===== src/rtl/ram_arb_pkg.sv =====
// rtl/ram_arb_pkg.sv - shared lock-state and port-id definitions for the RAM port arbiter
package ram_arb_pkg;

    typedef enum logic [1:0] {
        IDLE   = 2'd0,
        LOCK_A = 2'd1,
        LOCK_B = 2'd2
    } lock_state_t;

    localparam logic PORT_A = 1'b0;
    localparam logic PORT_B = 1'b1;

endpackage


===== src/rtl/ram_port_arbiter.sv =====
// rtl/ram_port_arbiter.sv - round-robin two-port arbiter in front of a single-port synchronous RAM
module ram_port_arbiter
    import ram_arb_pkg::*;
#(
    parameter int ADDR_WIDTH = 12,
    parameter int DATA_WIDTH = 8
) (
    input  logic                  clk,
    input  logic                  rst_n,

    input  logic                  a_valid,
    output logic                  a_ready,
    input  logic                  a_we,
    input  logic                  a_lock,
    input  logic [ADDR_WIDTH-1:0] a_addr,
    input  logic [DATA_WIDTH-1:0] a_wdata,
    output logic                  a_rvalid,
    output logic [DATA_WIDTH-1:0] a_rdata,

    input  logic                  b_valid,
    output logic                  b_ready,
    input  logic                  b_we,
    input  logic                  b_lock,
    input  logic [ADDR_WIDTH-1:0] b_addr,
    input  logic [DATA_WIDTH-1:0] b_wdata,
    output logic                  b_rvalid,
    output logic [DATA_WIDTH-1:0] b_rdata,

    output logic                  ram_we,
    output logic [ADDR_WIDTH-1:0] ram_addr,
    output logic [DATA_WIDTH-1:0] ram_din,
    input  logic [DATA_WIDTH-1:0] ram_dout
);

    lock_state_t           r_state;
    lock_state_t           w_state_nxt;
    logic                  r_prio;
    logic [ADDR_WIDTH-1:0] r_last_addr;
    logic                  r_rd_pend;
    logic                  r_rd_port;

    logic                  w_grant_a;
    logic                  w_grant_b;
    logic                  w_beat;
    logic                  w_port;
    logic                  w_we;
    logic                  w_lock;
    logic [ADDR_WIDTH-1:0] w_addr;
    logic [DATA_WIDTH-1:0] w_wdata;

    // Grant is forced off while reset is held so no beat can leak out during reset.
    always_comb begin
        w_grant_a = 1'b0;
        w_grant_b = 1'b0;
        if (rst_n) begin
            case (r_state)
                LOCK_A: w_grant_a = a_valid;
                LOCK_B: w_grant_b = b_valid;
                default: begin
                    if (a_valid && b_valid) begin
                        w_grant_a = (r_prio == PORT_A);
                        w_grant_b = (r_prio == PORT_B);
                    end else begin
                        w_grant_a = a_valid;
                        w_grant_b = b_valid;
                    end
                end
            endcase
        end
    end

    always_comb begin
        w_beat  = w_grant_a | w_grant_b;
        w_port  = w_grant_b ? PORT_B : PORT_A;
        w_we    = w_grant_b ? b_we    : a_we;
        w_lock  = w_grant_b ? b_lock  : a_lock;
        w_addr  = w_grant_b ? b_addr  : a_addr;
        w_wdata = w_grant_b ? b_wdata : a_wdata;
    end

    always_ff @(posedge clk or negedge rst_n) begin
        if (!rst_n) begin
            r_state <= IDLE;
        end else begin
            r_state <= w_state_nxt;
        end
    end

    // Lock state only moves on a beat; an idle locked port keeps the other side stalled.
    always_comb begin
        w_state_nxt = r_state;
        if (w_beat) begin
            if (w_lock) begin
                w_state_nxt = (w_port == PORT_A) ? LOCK_A : LOCK_B;
            end else begin
                w_state_nxt = IDLE;
            end
        end
    end

    always_comb begin
        a_ready  = w_grant_a;
        b_ready  = w_grant_b;
        ram_we   = w_beat & w_we;
        ram_addr = w_beat ? w_addr : r_last_addr;
        ram_din  = w_wdata;
        a_rvalid = r_rd_pend & (r_rd_port == PORT_A);
        b_rvalid = r_rd_pend & (r_rd_port == PORT_B);
        a_rdata  = ram_dout;
        b_rdata  = ram_dout;
    end

    // Holding the address when idle keeps the RAM's registered address, and thus dout, stable.
    always_ff @(posedge clk or negedge rst_n) begin
        if (!rst_n) begin
            r_prio      <= PORT_A;
            r_last_addr <= '0;
            r_rd_pend   <= 1'b0;
            r_rd_port   <= PORT_A;
        end else begin
            r_rd_pend <= w_beat & ~w_we;
            if (w_beat) begin
                r_prio      <= ~w_port;
                r_last_addr <= w_addr;
                r_rd_port   <= w_port;
            end
        end
    end

endmodule


===== config.mk =====
export PLATFORM = sky130hd
export DESIGN_NAME = ram_port_arbiter
export DESIGN_NICKNAME = d
export VERILOG_FILES = /design/src/rtl/ram_arb_pkg.sv /design/src/rtl/ram_port_arbiter.sv
export SDC_FILE = /design/constraint.sdc
export NUM_CORES = 1
export LEC_CHECK = 0
export ABC_AREA = 1
export BUFFER_PORTS_ARGS = -buffer_cell sky130_fd_sc_hd__buf_4
export CAP_MARGIN = 5
export CORE_MARGIN = 10
export CORE_UTILIZATION = 41
export DETAILED_ROUTE_END_ITERATION = 10
export GPL_TIMING_DRIVEN = 0
export MAX_ROUTING_LAYER = met4
export PLACE_DENSITY_LB_ADDON = 0.05
export SYNTH_ARGS = -nofsm -noshare
export SYNTH_HDL_FRONTEND = slang
export SYNTH_SLANG_ARGS = --single-unit

===== constraint.sdc =====
create_clock -name clk -period 3 [get_ports clk]
set_clock_uncertainty 0.15 [all_clocks]
set_input_delay 0.15 -clock clk [delete_from_list [all_inputs] [get_ports clk]]
set_output_delay 0.15 -clock clk [all_outputs]
set_load 0.1 [all_outputs]

==> After elaboration in Yosys (flattened, before gate mapping) <==
Cells that the tools add are included.
{ "word_totals": {"word_cells": 31, "ram_bits": 0, "latchBits": 0, "inputBits": 56, "memories": 0, "out_inout_bits": 41, "register_bits": 17, "mem_bits_ro": 0} }
{ "op_classes": {"eq_ne": 2, "mux": 14, "addsub": 0, "shift": 0, "n_lt_le_gt_ge": 0, "div_mod_pow": 0, "n_bitwise": 9, "n_mul": 0, "n_reduce_logical": 1} }
{ "ops": {"columns": ["operator", "count"], "rows": [
  ["12-bit two-way mux", 2],
  ["8-bit two-way mux", 1],
  ["1-bit two-way mux", 7],
  ["1-bit bitwise AND", 4],
  ["2-bit two-way mux", 2],
  ["1-bit NOT", 4],
  ["1-bit case mux with 2 select lines", 2],
  ["2-bit by 1-bit equality test with 1-bit output (second input constant)", 1],
  ["2-bit equality test (second input constant)", 1],
  ["1-bit logical AND", 1],
  ["1-bit OR", 1]
]} }

==> Depth between registers and ports, before layout <==
{ "depth": {"word_depth": 7, "mapped_depth": 9, "depth_no_buf": 8} }

==> Worst setup path after synthesis <==
Ideal clock, no wire load.
{ "synth_path": {"path_kind": "flip-flop to output port", "startpoint": "register r_state[0]", "endpoint": "output ram_we", "stages_incl_launch_ff": 9, "path_buffers": 1, "slack_ns": 0.062, "arrival_time_ns": 2.638, "required_time_ns": 2.700, "path_cell_list": "dfrtp_1 > inv_1 > ha_1 > nor2_1 > nor2_2 > nand2_1 > buf_6 > nand2_1 > a21oi_1"} }
{ "synth_between": {"elab_chain_len": 5, "elab_cells_between_ends": 9, "classes_between": "2 x eq/ne; 5 x mux; 2 x bitwise"} }
{ "synth_rtl": {"columns": ["element", "line_no", "rtl"], "rows": [
  ["from (decl)", "ram_port_arbiter.sv:35", "lock_state_t r_state;"],
  ["from (signal assigned)", "ram_port_arbiter.sv:85", "r_state <= w_state_nxt;"],
  ["2-bit equality test or 2-bit by 1-bit equality test with 1-bit output (tied branches)", "ram_port_arbiter.sv:56", "case (r_state)"],
  ["1-bit case mux with 2 select lines", "ram_port_arbiter.sv:56", null],
  ["1-bit two-way mux", "ram_port_arbiter.sv:55", "if (rst_n) begin"],
  ["1-bit OR or 1-bit two-way mux (tied branches)", "ram_port_arbiter.sv:73, ram_port_arbiter.sv:75", null],
  ["1-bit bitwise AND *", "ram_port_arbiter.sv:104", "ram_we = w_beat & w_we;"],
  ["to (decl)", "ram_port_arbiter.sv:29", "output logic ram_we,"]
]} }
Every way passes the cells marked *; elsewhere a longest branch is shown, timed or not.

==> Final worst setup path <==
{ "layout_path": {"startpoint": "register r_state[0]", "endpoint": "output ram_addr[4]"} }
{ "layout_between": {"elab_chain_len": 5, "elab_cells_between_ends": 9, "classes_between": "2 x eq/ne; 6 x mux; 1 x bitwise"} }
{ "layout_rtl": {"columns": ["element", "line_no", "rtl"], "rows": [
  ["2-bit equality test or 2-bit by 1-bit equality test with 1-bit output (tied branches)", "ram_port_arbiter.sv:56", null],
  ["1-bit case mux with 2 select lines", "ram_port_arbiter.sv:56", null],
  ["1-bit two-way mux", "ram_port_arbiter.sv:55", null],
  ["12-bit two-way mux or 1-bit OR (tied branches)", "ram_port_arbiter.sv:77, ram_port_arbiter.sv:73", null],
  ["12-bit two-way mux *", null, null],
  ["to (decl)", "ram_port_arbiter.sv:30", "output logic [ADDR_WIDTH-1:0] ram_addr,"]
]} }
Marked as above.

==> flow_summary.yaml <==
run_status:
  status: "completed"
clocking:
  root_buffer: "clkbuf_4"
  postCtsSetupBuffers: 0
  cts_buffers: 3
  clkLatencyLatePin_ps: 300
  cts_num_sinks: 17
  cts.htree.levels: 1
  cts_tree: "yes"
  cts_buffer_depth: 2
  clk_pin_slew_worst_paths_ps: 100
  post_cts_resized: 0
critical_path:
  path_class: "reg2out"
  path_max_fanout: 10
  required_ps: 2700
  crit_slowest_cell: "dfrtp_1"
  crit_path_end_kind: "output pin"
  crit_arrival_ps: 2200
  startpoint_type: "register"
  reg2reg_to: "r_last_addr[9]"
  r2r-start: "r_state[0]"
  slowest_delay_ps: 360
  critPathLaunch: "r_state[0]"
  crit_path_end: "ram_addr[4]"
  ff2ff_path_depth: 9
  critical_path.cell_chain: "inv_1, ha_1, inv_1, nand2_1, nand3_1, buf_2, nand3_1, nand3_1, buf_4"
  timing.reg2reg.setup_slack_ps: 610
  cp_common_cell: "nand3_1"
power_and_ir_drop:
  cellPowerDensity_nw_per_um2: 1180
  p_leak_nw: 1.21
  ir_drop_uv: 1120
  fin_total_pwr_mw: 2.52
job:
  maxCapViolCount: 0
die:
  initial_utilization_pct: 44.1
  coreArea_sq_um: 2540
  die_h_um: 72.3
  ios: 97
  dieArea_sq_um: 5230
  rows: 18
  die_x_um: 72.3
synthesis:
  yosysTopAreaCell: "dfrtp_1"
  yosysWarnings: 0
  syn-num-nets: 211
  synth_area_leaders: "dfrtp_1 38%, nand3_1 18%, nand2_1 16%"
  netlist_instances: 153
  syn_avg_cell_area_sq_um: 7.34
  synth_cell_types: 13
  synth-seq-cells: 17
  synth_top_area_share_pct: 37.9
  netlist_area_sq_um: 1120
  yosysSeqAreaShare_pct: 37.9
routing:
  vias: 1450
  drcViolationCount: 0
  detail-route-antenna-nets: 0
  drt_iter0_markers: 54
  first_pass_iters: 4
  vias_per_cell: 4.77
  wirelength_um: 4850
  wire_per_inst_um: 16.0
cells_and_area:
  ff_latch_area_sq_um: 425
  area_delta_synth_final_pct: 90.5
  final_core_util_pct: 84.0
  multiInputGateArea_sq_um: 459
  drive_gt1_share_pct: 43.1
  antennaDiodeCount: 0
  nFillCells: 169
  nets: 333
global_routing:
  antenna_found_initial: 0
  grt_first_pass_wirelength_um: 7300
  grt_usage_pct: 17.5
  grt_max_degree: 20
  grt_pass1_vias: 1572
  overflow: 0
sta:
  report.final.slew_viol_count: 0
  grt_setup_unrepaired: "no"
  finalCriticalPeriod_ps: 2500
  fin_setup_tns_ps: 0
  worst_slew_pin_slew_ps: 292
  whs_ps: 93.6
  finalHoldViolCount: 0
  fin_crit_sh_pct: 83.4
  timing.slew.headroom_pct: 80.7
  report.final.setup_viol: 0
  max_freq_mhz: 399
place:
  hpwl_um: 3530
  place.gp.congestion: 0.841
  io_buffers: 88
min_path:
  hold_path_class: "in2async"
-- power by group --
| group | leakage, nW | total [mW] | switching [mW] | internal [mW] |
|---|---|---|---|---|
| combinational | 0.979 | 2.02 | 1.50 | 0.525 |
| clock | 0.0177 | 0.127 | 0.0772 | 0.0498 |
| sequential | 0.212 | 0.374 | 0.0407 | 0.333 |
-- cells by family after synthesis --
kind of cell / Yosys count / synth area share [%]
AOI/OAI and AO/OA: 4 / 1.78
DFF: 17 / 37.9
buffers and inverters: 36 / 21.2
adders and majority gates: 2 / 2.23
and+or+nand+nor: 94 / 36.9
-- state kept, by name (all words and copies together) (netlist names) --
signal and cells:
r_last_addr 12, r_state 2, r_prio 1, r_rd_pend 1, r_rd_port 1
-- synthesized netlist by cell type --
master and n:
inv_1 12, ha_1 2, dfrtp_1 17, buf_6 4
nor2_2 1, nor2_1 3, o21ai_0 3, buf_4 19
buf_2 1, nor2_4 1, nand3_1 41, a21oi_1 1
nand2_1 48
-- per-stage QoR --
stage                     setup WS, ps  cell area, sq um  std cells
after floorplan                   61.7              1120        153
after global placement             894              1820        271
after detailed placement           844              1820        271
after CTS                          512              2140        304
after global routing               315              2140        304
final                              497              2140        304
-- cell type report --
cell class	count	area share [%]
clock buffers	3	1.05
well taps	30	1.76
repair buffers	117	44.5
plain buffers	24	9.01
flip-flops and latches	17	19.9
multi-input cells	100	21.5
clock inverters	1	0.234
inverters	12	2.11
-- routing by layer --
| metal | vias up | GRT usage [%] | part of all wire, % |
|---|---|---|---|
| li1 | 717 | - | - |
| met1 | 677 | 16.8 | 37 |
| met2 | 52 | 33.6 | 57 |
| met3 | 4 | 5.44 | 6.2 |
| met4 | 0 | 2.58 | 0.52 |
| met5 | - | - | 0 |
-- critical path, delay by kind of cell, from the launching register on --
family,cells,cell delay [ps]
buffers and inverters,4,710
adder cells (fa/ha/maj),1,340
flip-flops,1,360
AND/OR/NAND/NOR,4,500
-- worst min path at each step --
| stage | cells past startpoint | slack [ps] | endpoint | from |
|---|---|---|---|---|
| after floorplan | 0 | -300 | r_last_addr[0] | rst_n |
| after global placement | 1 | -120 | r_last_addr[5] | rst_n |
| after detailed placement | 1 | -110 | r_last_addr[5] | rst_n |
| after CTS | 2 | 90 | r_last_addr[5] | rst_n |
| after global routing | 2 | 90 | r_last_addr[5] | rst_n |
| final | 2 | 90 | r_last_addr[5] | rst_n |
-- cells in the final DEF (no fill, tap or decap), drive strengths merged --
| master | netlist | layout |
|---|---|---|
| dlygate4sd3 | 0 | 29 |
| clkinv | 0 | 1 |
| ha | 2 | 2 |
| inv | 12 | 12 |
| o21ai | 3 | 3 |
| dfrtp | 17 | 17 |
| nand3 | 41 | 41 |
| a21oi | 1 | 1 |
| nor2 | 5 | 5 |
| nand2 | 48 | 48 |
| buf | 24 | 112 |
| clkbuf | 0 | 3 |
-- timing repair --
item                                    in CTS  in global routing
endpoints found under the hold margin       32                  0
endpoints found under the setup margin       0                  0
hold buffers                                29                  0
Power figures use the tool's default switching activity.
